===== config.mk =====
export PLATFORM = sky130hd
export DESIGN_NAME = display_timing_detect
export DESIGN_NICKNAME = d
export VERILOG_FILES = /design/src/rtl/display_pkg.sv /design/src/rtl/sync_edge_detect.sv /design/src/rtl/display_timing_detect.sv
export SDC_FILE = /design/constraint.sdc
export NUM_CORES = 1
export LEC_CHECK = 0
export BUFFER_PORTS_ARGS = -buffer_cell sky130_fd_sc_hd__buf_2
export CORE_ASPECT_RATIO = 0.75
export CORE_UTILIZATION = 69
export CTS_BUF_LIST = sky130_fd_sc_hd__clkbuf_8
export CTS_CLUSTER_DIAMETER = 100
export CTS_CLUSTER_SIZE = 25
export DETAILED_ROUTE_END_ITERATION = 6
export PLACE_DENSITY = 0.88
export SYNTH_ARGS = -nofsm -noshare
export SYNTH_HDL_FRONTEND = slang
export SYNTH_SLANG_ARGS = --single-unit

===== constraint.sdc =====
create_clock -name i_pix_clk -period 8.5 [get_ports i_pix_clk]
set_input_delay 1.7 -clock i_pix_clk [delete_from_list [all_inputs] [get_ports i_pix_clk]]
set_output_delay 1.7 -clock i_pix_clk [all_outputs]
set_load 0.01 [all_outputs]

===== src/rtl/display_pkg.sv =====
// display_pkg
// Shared types and constants for the display timing detector.
//   det_state_t : detector FSM states (SEARCH, MEASURE, CONFIRM, LOCKED)
//   CNT_W_DEF   : default width of measurement counters and outputs
//   SNAP_W      : field width of a stored snapshot; counters of up to
//                 SNAP_W bits are zero-extended into it
//   snapshot_t  : one frame's measurements taken at a vsync leading edge
package display_pkg;

  localparam int CNT_W_DEF = 16;
  localparam int SNAP_W    = 32;

  typedef enum logic [1:0] {
    SEARCH  = 2'd0,
    MEASURE = 2'd1,
    CONFIRM = 2'd2,
    LOCKED  = 2'd3
  } det_state_t;

  typedef struct packed {
    logic [SNAP_W-1:0] line_total;
    logic [SNAP_W-1:0] line_res;
    logic [SNAP_W-1:0] frame_total;
    logic [SNAP_W-1:0] frame_act;
  } snapshot_t;

endpackage


===== src/rtl/sync_edge_detect.sv =====
// sync_edge_detect
// Registers one input bit and flags its transitions, comparing the
// registered value with its previous copy.
//   i_clk  : clock
//   i_rst  : synchronous reset, active high (clears both stages)
//   i_d    : raw input
//   o_q    : registered input
//   o_rise : registered value went 0 -> 1 (one-cycle pulse)
//   o_fall : registered value went 1 -> 0 (one-cycle pulse)
module sync_edge_detect (
  input  logic i_clk,
  input  logic i_rst,
  input  logic i_d,
  output logic o_q,
  output logic o_rise,
  output logic o_fall
);

  logic r_q;
  logic r_q_d;

  always_ff @(posedge i_clk) begin
    if (i_rst) begin
      r_q   <= 1'b0;
      r_q_d <= 1'b0;
    end else begin
      r_q   <= i_d;
      r_q_d <= r_q;
    end
  end

  assign o_q    = r_q;
  assign o_rise = r_q & ~r_q_d;
  assign o_fall = ~r_q & r_q_d;

endmodule


===== src/rtl/display_timing_detect.sv =====
// display_timing_detect
// Watches an hs/vs/de stream, detects sync polarity, measures line/frame
// active and total sizes and locks once two consecutive frames agree.
//   i_pix_clk : pixel clock (only clock)
//   i_rst     : synchronous reset, active high
//   i_hs/i_vs : syncs of either polarity; i_de : display enable, active high
//   o_hs_pol/o_vs_pol : detected polarity (1 = positive)
//   o_h_res/o_v_res   : active pixels per line / active lines per frame
//   o_h_total/o_v_total : clocks per line / lines per frame
//   o_locked  : measurements stable; o_frame : pulse per vsync leading edge
// Build option: define DISPLAY_TIMING_DETECT_TIMEOUT_EN to add a watchdog
// that drops lock after TIMEOUT clocks without an hsync leading edge.
module display_timing_detect
  import display_pkg::*;
#(
  parameter int CNT_W   = CNT_W_DEF,
  parameter int TIMEOUT = 4096
) (
  input  logic             i_pix_clk,
  input  logic             i_rst,
  input  logic             i_hs,
  input  logic             i_vs,
  input  logic             i_de,
  output logic             o_hs_pol,
  output logic             o_vs_pol,
  output logic [CNT_W-1:0] o_h_res,
  output logic [CNT_W-1:0] o_v_res,
  output logic [CNT_W-1:0] o_h_total,
  output logic [CNT_W-1:0] o_v_total,
  output logic             o_locked,
  output logic             o_frame
);

  // bit 0: hs, bit 1: vs, bit 2: de
  logic [2:0] w_in;
  logic [2:0] w_lvl;
  logic [2:0] w_rise;
  logic [2:0] w_fall;

  assign w_in = {i_de, i_vs, i_hs};

  for (genvar gi = 0; gi < 3; gi++) begin : g_edge
    sync_edge_detect u_edge (
      .i_clk  (i_pix_clk),
      .i_rst  (i_rst),
      .i_d    (w_in[gi]),
      .o_q    (w_lvl[gi]),
      .o_rise (w_rise[gi]),
      .o_fall (w_fall[gi])
    );
  end

  logic r_pol_valid;
  logic w_hs_lead;
  logic w_vs_lead;
  logic w_de_rise;
  logic w_de_fall;
  logic w_pol_change;
  logic w_timeout;

  // A leading edge is the transition into the active level for the current polarity.
  assign w_hs_lead = o_hs_pol ? w_rise[0] : w_fall[0];
  assign w_vs_lead = o_vs_pol ? w_rise[1] : w_fall[1];
  assign w_de_rise = w_rise[2];
  assign w_de_fall = w_fall[2];

  // Syncs are inactive during active video, so their level at DE rise is the
  // inverse of the active polarity.
  assign w_pol_change = w_de_rise && r_pol_valid &&
                        ({~w_lvl[0], ~w_lvl[1]} != {o_hs_pol, o_vs_pol});

  function automatic logic [CNT_W-1:0] sat_inc(input logic [CNT_W-1:0] v);
    return (&v) ? v : v + 1'b1;
  endfunction

  // ---------------- measurement counters ----------------
  logic [CNT_W-1:0] r_h_cnt, r_de_run, r_v_cnt, r_v_act;
  logic [CNT_W-1:0] r_line_total, r_line_res, r_frame_total, r_frame_act;
  logic [CNT_W-1:0] w_h_cnt_next, w_de_run_next, w_v_cnt_next, w_v_act_next;
  logic [CNT_W-1:0] w_line_total_next, w_line_res_next;
  logic [CNT_W-1:0] w_frame_total_next, w_frame_act_next;

  always_comb begin
    w_h_cnt_next       = sat_inc(r_h_cnt);
    w_de_run_next      = r_de_run;
    w_v_cnt_next       = r_v_cnt;
    w_v_act_next       = r_v_act;
    w_line_total_next  = r_line_total;
    w_line_res_next    = r_line_res;
    w_frame_total_next = r_frame_total;
    w_frame_act_next   = r_frame_act;

    if (w_hs_lead) begin
      w_line_total_next = r_h_cnt;
      w_h_cnt_next      = CNT_W'(1);
      w_v_cnt_next      = sat_inc(r_v_cnt);
    end

    if (w_de_rise) begin
      w_de_run_next = CNT_W'(1);
      w_v_act_next  = sat_inc(r_v_act);
    end else if (w_lvl[2]) begin
      w_de_run_next = sat_inc(r_de_run);
    end

    if (w_de_fall) begin
      w_line_res_next = r_de_run;
    end

    // Frame latch uses the already-incremented line count, so a line starting
    // on the same clock as vsync belongs to the frame that is ending.
    if (w_vs_lead) begin
      w_frame_total_next = w_v_cnt_next;
      w_frame_act_next   = w_v_act_next;
      w_v_cnt_next       = '0;
      w_v_act_next       = '0;
    end
  end

  always_ff @(posedge i_pix_clk) begin
    if (i_rst) begin
      r_h_cnt       <= '0;
      r_de_run      <= '0;
      r_v_cnt       <= '0;
      r_v_act       <= '0;
      r_line_total  <= '0;
      r_line_res    <= '0;
      r_frame_total <= '0;
      r_frame_act   <= '0;
    end else begin
      r_h_cnt       <= w_h_cnt_next;
      r_de_run      <= w_de_run_next;
      r_v_cnt       <= w_v_cnt_next;
      r_v_act       <= w_v_act_next;
      r_line_total  <= w_line_total_next;
      r_line_res    <= w_line_res_next;
      r_frame_total <= w_frame_total_next;
      r_frame_act   <= w_frame_act_next;
    end
  end

  snapshot_t w_snap;

  always_comb begin
    w_snap.line_total  = SNAP_W'(w_line_total_next);
    w_snap.line_res    = SNAP_W'(w_line_res_next);
    w_snap.frame_total = SNAP_W'(w_frame_total_next);
    w_snap.frame_act   = SNAP_W'(w_frame_act_next);
  end

  // ---------------- optional hsync watchdog ----------------
`ifdef DISPLAY_TIMING_DETECT_TIMEOUT_EN
  logic [31:0] r_wd;

  // Holds at TIMEOUT so the timeout fires once per hsync loss.
  always_ff @(posedge i_pix_clk) begin
    if (i_rst || w_hs_lead) begin
      r_wd <= '0;
    end else if (r_wd != 32'(TIMEOUT)) begin
      r_wd <= r_wd + 32'd1;
    end
  end

  assign w_timeout = !w_hs_lead && (r_wd == 32'(TIMEOUT - 1));
`else
  logic w_unused_timeout;
  assign w_unused_timeout = (TIMEOUT > 0);
  assign w_timeout        = 1'b0;
`endif

  // ---------------- polarity ----------------
  always_ff @(posedge i_pix_clk) begin
    if (i_rst) begin
      o_hs_pol    <= 1'b0;
      o_vs_pol    <= 1'b0;
      r_pol_valid <= 1'b0;
    end else if (w_de_rise) begin
      o_hs_pol    <= ~w_lvl[0];
      o_vs_pol    <= ~w_lvl[1];
      r_pol_valid <= 1'b1;
    end else if (w_timeout) begin
      r_pol_valid <= 1'b0;
    end
  end

  // ---------------- lock FSM ----------------
  det_state_t r_state, w_state_next;
  snapshot_t  r_snap, w_snap_next;
  logic       w_publish;

  always_comb begin
    w_state_next = r_state;
    w_snap_next  = r_snap;
    w_publish    = 1'b0;
    case (r_state)
      SEARCH: begin
        if (r_pol_valid && w_vs_lead) w_state_next = MEASURE;
      end
      MEASURE: begin
        if (w_vs_lead) begin
          w_snap_next  = w_snap;
          w_state_next = CONFIRM;
        end
      end
      CONFIRM: begin
        if (w_vs_lead) begin
          if (w_snap == r_snap) begin
            w_state_next = LOCKED;
            w_publish    = 1'b1;
          end else begin
            w_snap_next = w_snap;
          end
        end
      end
      LOCKED: begin
        if (w_vs_lead && (w_snap != r_snap)) begin
          w_snap_next  = w_snap;
          w_state_next = CONFIRM;
        end
      end
      default: w_state_next = SEARCH;
    endcase
    if (w_pol_change || w_timeout) begin
      w_state_next = SEARCH;
      w_publish    = 1'b0;
    end
  end

  always_ff @(posedge i_pix_clk) begin
    if (i_rst) begin
      r_state   <= SEARCH;
      r_snap    <= '0;
      o_h_res   <= '0;
      o_v_res   <= '0;
      o_h_total <= '0;
      o_v_total <= '0;
      o_frame   <= 1'b0;
    end else begin
      r_state <= w_state_next;
      r_snap  <= w_snap_next;
      o_frame <= w_vs_lead;
      // Published values change only on lock and hold through lock loss.
      if (w_publish) begin
        o_h_res   <= CNT_W'(r_snap.line_res);
        o_v_res   <= CNT_W'(r_snap.frame_act);
        o_h_total <= CNT_W'(r_snap.line_total);
        o_v_total <= CNT_W'(r_snap.frame_total);
      end
    end
  end

  assign o_locked = (r_state == LOCKED);

endmodule


==> reports/qor.csv, run 1 <==
stage,metric,value,unit
floorplan,number_of_placement_rows,44,
timing,timing.fmax,174,MHz
clocking,bufs_on_longest_clock_path,3,
final_layout,mostFrequentLayoutCell,sky130_fd_sc_hd__dfxtp_1,
floorplan,die_w,165,µm
power,p_per_area,142,nW/µm²
clocking,cts_tree,built,
floorplan,ioPinCount,73,
yosys,synth_area_leader_cell,sky130_fd_sc_hd__dfxtp_1,
timing,setup_repair_after_global_routing_missed_its_margin,no,
floorplan,start_util,70.7,%
detailed_routing,drtPass1Iterations,5,
yosys,synthesis.nets,1585,
yosys,yosys_register_bits,268,
worst_setup_path,timing.critical_path.max_delay_family,simple AND/OR/NAND/NOR gates,
floorplan,die_area,20500,µm²
timing,setup-violations-final,0,
clocking,cts_root_buffer,sky130_fd_sc_hd__clkbuf_8,
worst_setup_path,crit_fanout,79,
worst_setup_path,cp-start-kind,flop,
timing,setup_total_negative_slack,0,ns
placement,hpwlAfterDp,25400,µm
final_layout,area_used_by_multi_input_combinational_logic,7760,µm²
yosys,post_synth_edffs,0,
final_layout,seqCellArea,5370,µm²
clocking,clk_pin_slew_worst_paths,0.16,ns
worst_setup_path,setup.worst_path.start,r_v_cnt[0],
final_layout,antenna_cells,0,
timing,slew_viol_final,0,
worst_setup_path,worst_ep_required_time,8.94,ns
detailed_routing,post-route-drc-count,0,
yosys,postSynth.topFlopCell,sky130_fd_sc_hd__dfxtp_1,
yosys,synth.distinct_cells,88,
yosys,synthDominantCellAreaShare,39.1,%
global_route,grt_antenna_before_repair,0,
detailed_routing,detail_route.wl_per_cell,19.8,µm
global_route,grt_pass1_vias,10174,
worst_setup_path,crit_path_cell_trace,ha_1 -> nand4_1 -> nor4_4 -> nand2_1 -> a32o_1 -> or4b_2 -> or4_2 -> buf_4 -> nor4_4 -> buf_12 -> mux2_2,
flow_run,max-cap-violations,0,
yosys,synthCells,1576,
final_layout,drive_above_1_share,10.0,%
clocking,holdBufCountCts,0,
worst_setup_path,worst_r2r_startpoint,r_v_cnt[0],
final_layout,finalNetCount,1575,
worst_setup_path,worst-r2r-setup-slack,2.74,ns
timing,worst-slew-pin-transition,1.10,ns
clocking,cts_max_level,1,
yosys,yosys_warnings,0,
hold_path,hold_class,reg2reg,
global_route,grt_max_degree,160,
worst_setup_path,critical_path.endpoint_type,flop,
timing,slew_headroom,26.5,%
power,power.leakage,5.38,nW
global_route,grt.overflow.total,0,
floorplan,coreArea,19400,µm²
detailed_routing,detail_route.wirelength,36000,µm
clocking,clkLatencyLatePin,0.55,ns
run_status,outcome,"finished, final reports clean",
final_layout,final.fill_count,1497,
clocking,numCtsBuffers,14,
final_layout,final_design_area_no_fill,14200,µm²
floorplan,die_outline_height,124,µm
clocking,tritoncts_sink_count,268,
worst_setup_path,crit_slowest_cell,sky130_fd_sc_hd__nor4_4,
global_route,grt_util_all_layers,34.7,%
timing,finalWorstPathRequiredPeriod,5.76,ns
worst_setup_path,path_common_cell,sky130_fd_sc_hd__nor4_4,
clocking,post_cts_resized,0,
final_layout,leading_cell_types_in_the_layout_fill_and_taps_excluded,"sky130_fd_sc_hd__dfxtp_1, sky130_fd_sc_hd__nor2_1, sky130_fd_sc_hd__nand2b_1, sky130_fd_sc_hd__mux2i_1, sky130_fd_sc_hd__buf_2",
clocking,post-cts-setup-buffers,0,
yosys,syn-mean-instance-area,8.71,µm²
final_layout,area_growth,3.51,%
yosys,sequential_element_share_of_the_synthesized_area,39.1,%
placement,dpl-instance-area,14000,µm²
worst_setup_path,timing.critical_path.arrival,6.20,ns
worst_setup_path,cp.buffers_inverters,2,
detailed_routing,route.vias.total,11929,
placement,count_of_input_and_output_buffers,72,
power,worst_ir_drop_vdd,0.162,mV
timing,finalHoldViolations,0,
placement,routabilityCongestion,0.974,
detailed_routing,post_drt_via_cell_ratio,6.56,
timing,worst_clock_skew,0.0241,ns
hold_path,min-delay-start,o_h_total[12],
timing,final.hold.worst_slack,0.479,ns
detailed_routing,drt.antenna.violating_nets,0,
yosys,post_synth_instance_area,13700,µm²
yosys,synthTopCellsByArea,"sky130_fd_sc_hd__dfxtp_1, sky130_fd_sc_hd__mux2i_1, sky130_fd_sc_hd__nand2b_1, sky130_fd_sc_hd__nor2_1, sky130_fd_sc_hd__xor2_1",
yosys,async_reset_ff_share,0,%
worst_setup_path,timing_worst_setup_path_type,reg2reg,
worst_setup_path,critical-path-max-stage-delay,0.80,ns
detailed_routing,drt_iter0_drc,1517,
timing,final.period_utilization,67.8,%
global_route,wire_length_of_the_first_global_routing_pass,55200,µm
==> Yosys cell counts, types with 37 or more instances <==
cell type,n
sky130_fd_sc_hd__dfxtp_1,268
sky130_fd_sc_hd__nor2_1,175
sky130_fd_sc_hd__nand2b_1,109
sky130_fd_sc_hd__mux2i_1,75
sky130_fd_sc_hd__clkbuf_1,70
sky130_fd_sc_hd__nor3_1,66
sky130_fd_sc_hd__a21oi_1,64
sky130_fd_sc_hd__nand2_1,63
sky130_fd_sc_hd__xor2_1,57
sky130_fd_sc_hd__nor2b_1,54
sky130_fd_sc_hd__o21ai_0,54
sky130_fd_sc_hd__nor4_1,40
sky130_fd_sc_hd__xnor2_1,37
==> flip-flops by register name, summed over array words and instances (netlist names), 2 cells and up <==
signal	count
r_frame_total	16
g_edge.u_edge.r_q_d	3
o_h_total	16
r_snap	64
r_line_total	16
r_state	2
r_frame_act	16
r_h_cnt	16
o_v_res	16
g_edge.u_edge.o_q	3
r_line_res	16
r_de_run	16
r_v_cnt	16
r_v_act	16
o_h_res	16
o_v_total	16
==> worst reg2reg max path: stages, from the launching register on <==
cell                      delay (ns)
sky130_fd_sc_hd__dfxtp_1        0.52
sky130_fd_sc_hd__ha_1           0.32
sky130_fd_sc_hd__nand4_1        0.39
sky130_fd_sc_hd__nor4_4         0.80
sky130_fd_sc_hd__nand2_1        0.37
sky130_fd_sc_hd__a32o_1         0.34
sky130_fd_sc_hd__or4b_2         0.60
sky130_fd_sc_hd__or4_2          0.57
sky130_fd_sc_hd__buf_4          0.39
sky130_fd_sc_hd__nor4_4         0.48
sky130_fd_sc_hd__buf_12         0.39
sky130_fd_sc_hd__mux2_2         0.48
==> stage by stage <==
stage / instances / setup WS (ns) / util, % / total power, mW
after floorplan: 1576 / 4.65 / - / 1.45
after global placement: 1803 / 3.07 / 72.0 / 1.49
after detailed placement: 1803 / 2.95 / 72.0 / 1.49
after CTS: 1819 / 2.91 / 73.1 / 2.02
after global routing: 1819 / 2.42 / 73.1 / 2.08
final: 1819 / 2.74 / 73.1 / 2.02
==> layer usage <==
layer / vias to the layer above / routed length [µm] / track usage, %
li1: 5629 / - / -
met1: 5641 / 16600 / 53.2
met2: 600 / 14700 / 48.7
met3: 59 / 4000 / 8.29
met4: 0 / 688 / 6.94
met5: - / 0 / 0
==> path summary, 6_finish.rpt <==
path                                 endpoint  cells after the start
worst min register to register  o_h_total[12]                      2
worst max-delay path             o_v_total[0]                     11
worst min-delay path            o_h_total[12]                      2
worst max register to register   o_v_total[0]                     11
==> final cells by class <==
type	count	area share (%)
well taps	253	2.23
clock inverters	1	0.0616
repair buffers	84	3.30
clock buffers	15	1.45
inverters	23	0.607
flip-flops and latches	268	37.7
multi-input cells	1175	54.6
==> report_power, final <==
part | leakage, nW | switching (mW) | internal [mW] | total [mW]
combinational | 3.11 | 0.120 | 0.0631 | 0.183
clock | 0.112 | 0.385 | 0.164 | 0.550
sequential | 2.16 | 0.0163 | 1.27 | 1.29
==> kinds of logic after synthesis <==
family                   share of synthesized area, %
multiplexers                                     7.86
AO/OA/AOI/OAI                                    15.0
flip-flops                                       39.1
buffers and inverters                            4.52
adder cells (fa/ha/maj)                         0.364
AND/OR/NAND/NOR                                  26.9
XOR/XNOR                                         6.32
Power figures use the tool's default switching activity.
==> run 2: changes to the inputs <==
--- a/config.mk
+++ b/config.mk
@@ -7,12 +7,12 @@
 export LEC_CHECK = 0
 export BUFFER_PORTS_ARGS = -buffer_cell sky130_fd_sc_hd__buf_2
 export CORE_ASPECT_RATIO = 0.75
-export CORE_UTILIZATION = 69
+export CORE_UTILIZATION = 64
 export CTS_BUF_LIST = sky130_fd_sc_hd__clkbuf_8
 export CTS_CLUSTER_DIAMETER = 100
 export CTS_CLUSTER_SIZE = 25
 export DETAILED_ROUTE_END_ITERATION = 6
-export PLACE_DENSITY = 0.88
+export PLACE_DENSITY = 0.83
 export SYNTH_ARGS = -nofsm -noshare
 export SYNTH_HDL_FRONTEND = slang
 export SYNTH_SLANG_ARGS = --single-unit
==> constraint.sdc (replaced) <==
create_clock -name i_pix_clk -period 5.8 [get_ports i_pix_clk]
set_input_delay 1.16 -clock i_pix_clk [delete_from_list [all_inputs] [get_ports i_pix_clk]]
set_output_delay 1.16 -clock i_pix_clk [all_outputs]
set_load 0.01 [all_outputs]
==> reports/qor.csv, run 2 (same netlist as run 1, synthesis figures left out) <==
stage,metric,value,unit,change
worst_setup_path,timing_worst_setup_path_type,reg2reg,,unchanged
clocking,tritoncts_sink_count,268,,unchanged
final_layout,postLayoutCoreUtil,67.8,%,was 73.1%
timing,finalWorstPathRequiredPeriod,5.18,ns,was 5.76 ns
floorplan,ioPinCount,73,,unchanged
timing,worst-slew-pin-transition,1.01,ns,was 1.10 ns
floorplan,die_area,22100,µm²,"was 20,500 µm²"
global_route,globalRouteMet3Util,6.12,%,was 8.29%
final_layout,drive_above_1_share,10.3,%,was 10.0%
final_layout,mostFrequentLayoutCell,sky130_fd_sc_hd__dfxtp_1,,unchanged
floorplan,start_util,65.2,%,was 70.7%
final_layout,antenna_cells,0,,unchanged
timing,setup-violations-final,0,,unchanged
power,worst_ir_drop_vdd,0.151,mV,was 0.162 mV
clocking,post_cts_resized,0,,unchanged
worst_setup_path,critical_path.endpoint_type,flop,,unchanged
timing,final.period_utilization,89.2,%,was 67.8%
detailed_routing,post-route-drc-count,0,,unchanged
worst_setup_path,timing.critical_path.arrival,5.62,ns,was 6.20 ns
worst_setup_path,cp-start-kind,flop,,unchanged
placement,routabilityCongestion,0.955,,was 0.974
power,power.leakage,5.40,nW,was 5.38 nW
final_layout,largest-register,r_snap,,unchanged
final_layout,area_growth,3.97,%,was 3.51%
global_route,gr-usage-met1,51.4,%,was 53.2%
detailed_routing,route.vias.total,11935,,"was 11,929"
timing,setup_total_negative_slack,0,ns,unchanged
detailed_routing,post_drt_via_cell_ratio,6.42,,was 6.56
worst_setup_path,crit_fanout,40,,was 79
final_layout,seqCellArea,5370,µm²,unchanged
floorplan,die_w,171,µm,was 165 µm
timing,finalHoldViolations,0,,unchanged
clocking,post-cts-setup-buffers,0,,unchanged
timing,slew_viol_final,0,,unchanged
clocking,cts_max_level,1,,unchanged
global_route,grt_pass1_vias,10640,,"was 10,174"
global_route,gr-usage-met2,48.1,%,was 48.7%
placement,hpwlAfterDp,26100,µm,"was 25,400 µm"
clocking,holdBufCountCts,0,,unchanged
timing,final.hold.worst_slack,0.479,ns,about the same
worst_setup_path,worst_ep_required_time,6.25,ns,was 8.94 ns
timing,timing.fmax,193,MHz,was 174 MHz
global_route,grt_antenna_before_repair,1,,was 0
global_route,grt_max_degree,139,,was 160
floorplan,number_of_placement_rows,46,,was 44
detailed_routing,detail_route.wl_per_cell,19.7,µm,was 19.8 µm
final_layout,area_used_by_multi_input_combinational_logic,7760,µm²,unchanged
final_layout,finalNetCount,1580,,"was 1,575"
timing,setup_repair_after_global_routing_missed_its_margin,no,,unchanged
clocking,clk_pin_slew_worst_paths,0.15,ns,was 0.16 ns
final_layout,largest_register_ff_count,64,,unchanged
global_route,grt.overflow.total,0,,unchanged
run_status,outcome,"finished, final reports clean",,unchanged
clocking,cts_root_buffer,sky130_fd_sc_hd__clkbuf_8,,unchanged
clocking,clkLatencyLatePin,0.57,ns,was 0.55 ns
global_route,wire_length_of_the_first_global_routing_pass,57900,µm,"was 55,200 µm"
clocking,bufs_on_longest_clock_path,3,,unchanged
timing,worst_clock_skew,0.0379,ns,was 0.0241 ns
hold_path,hold_class,reg2reg,,unchanged
flow_run,max-cap-violations,0,,unchanged
timing,slew_headroom,32.3,%,was 26.5%
detailed_routing,drt.antenna.violating_nets,0,,unchanged
clocking,cts_tree,built,,unchanged
detailed_routing,detail_route.wirelength,36700,µm,"was 36,000 µm"
final_layout,leading_cell_types_in_the_layout_fill_and_taps_excluded,"sky130_fd_sc_hd__dfxtp_1, sky130_fd_sc_hd__nor2_1, sky130_fd_sc_hd__nand2b_1, sky130_fd_sc_hd__mux2i_1, sky130_fd_sc_hd__buf_2",,unchanged
placement,count_of_input_and_output_buffers,72,,unchanged
detailed_routing,drtPass1Iterations,5,,unchanged
floorplan,coreArea,21100,µm²,"was 19,400 µm²"
clocking,numCtsBuffers,14,,unchanged
floorplan,die_outline_height,129,µm,was 124 µm
power,p_per_area,207,nW/µm²,was 142 nW/µm²
detailed_routing,drt_iter0_drc,1385,,"was 1,517"
global_route,grt_util_all_layers,33.4,%,was 34.7%
final_layout,final.fill_count,1806,,"was 1,497"
global_route,grt.busiest_layer,met1,,unchanged
run 2: changes by cell type in the layout (fill, tap and decap cells not counted):
| cell | previous run | this run |
|---|---|---|
| sky130_fd_sc_hd__clkbuf_8 | 15 | 14 |
| sky130_fd_sc_hd__inv_6 | 1 | 2 |
| sky130_fd_sc_hd__buf_12 | 1 | 0 |
| sky130_fd_sc_hd__buf_4 | 11 | 17 |
run 2: worst max-delay path, cell delays in order, from the launching register on:
cell and delay (ns):
sky130_fd_sc_hd__dfxtp_1 0.47, sky130_fd_sc_hd__ha_1 0.29, sky130_fd_sc_hd__nand4_1 0.37, sky130_fd_sc_hd__nor4_4 0.78, sky130_fd_sc_hd__nor3_1 0.13, sky130_fd_sc_hd__a221oi_1 0.40, sky130_fd_sc_hd__a31oi_1 0.13, sky130_fd_sc_hd__or4_1 0.55
sky130_fd_sc_hd__or4_1 0.57, sky130_fd_sc_hd__buf_4 0.33, sky130_fd_sc_hd__or2_1 0.34, sky130_fd_sc_hd__buf_4 0.27, sky130_fd_sc_hd__o311ai_0 0.39
run 2: path summary, 6_finish.rpt:
check	from	end	slack (ns)	depth (start not counted)
worst min register to register	o_v_total[6]	o_v_total[6]	0.48	2
worst max register to register	r_v_cnt[0]	r_snap[103]	0.62	12
worst max-delay path	r_v_cnt[0]	r_snap[103]	0.62	12
worst min-delay path	o_v_total[6]	o_v_total[6]	0.48	2
run 2: through the flow:
step	setup slack (ns)	total power, mW	cell area, µm²	instances
after detailed placement	0.775	2.19	14100	1843
after CTS	0.722	2.96	14300	1859
after floorplan	1.95	2.12	13700	1576
after global routing	0.357	3.06	14300	1859
final	0.624	2.96	14300	1859
after global placement	0.893	2.19	14100	1843
run 2: cell type report:
type	count	share of cell area, %
clock buffer	14	1.35
tap	288	2.52
timing repair buffer	89	3.46
inverter	23	0.605
multi-input combinational	1175	54.4
sequential	268	37.6
clock inverter	2	0.123
run 2: layer usage:
layer | vias up | part of all wire [%]
li1 | 5624 | -
met1 | 5736 | 48
met2 | 531 | 41
met3 | 44 | 9.3
met4 | 0 | 1.7
met5 | - | 0
run 2: power breakdown:
part,switching [mW],internal (mW),total [mW],leakage (nW)
sequential,0.0235,1.87,1.89,2.16
clock,0.572,0.230,0.803,0.110
combinational,0.174,0.0934,0.268,3.13
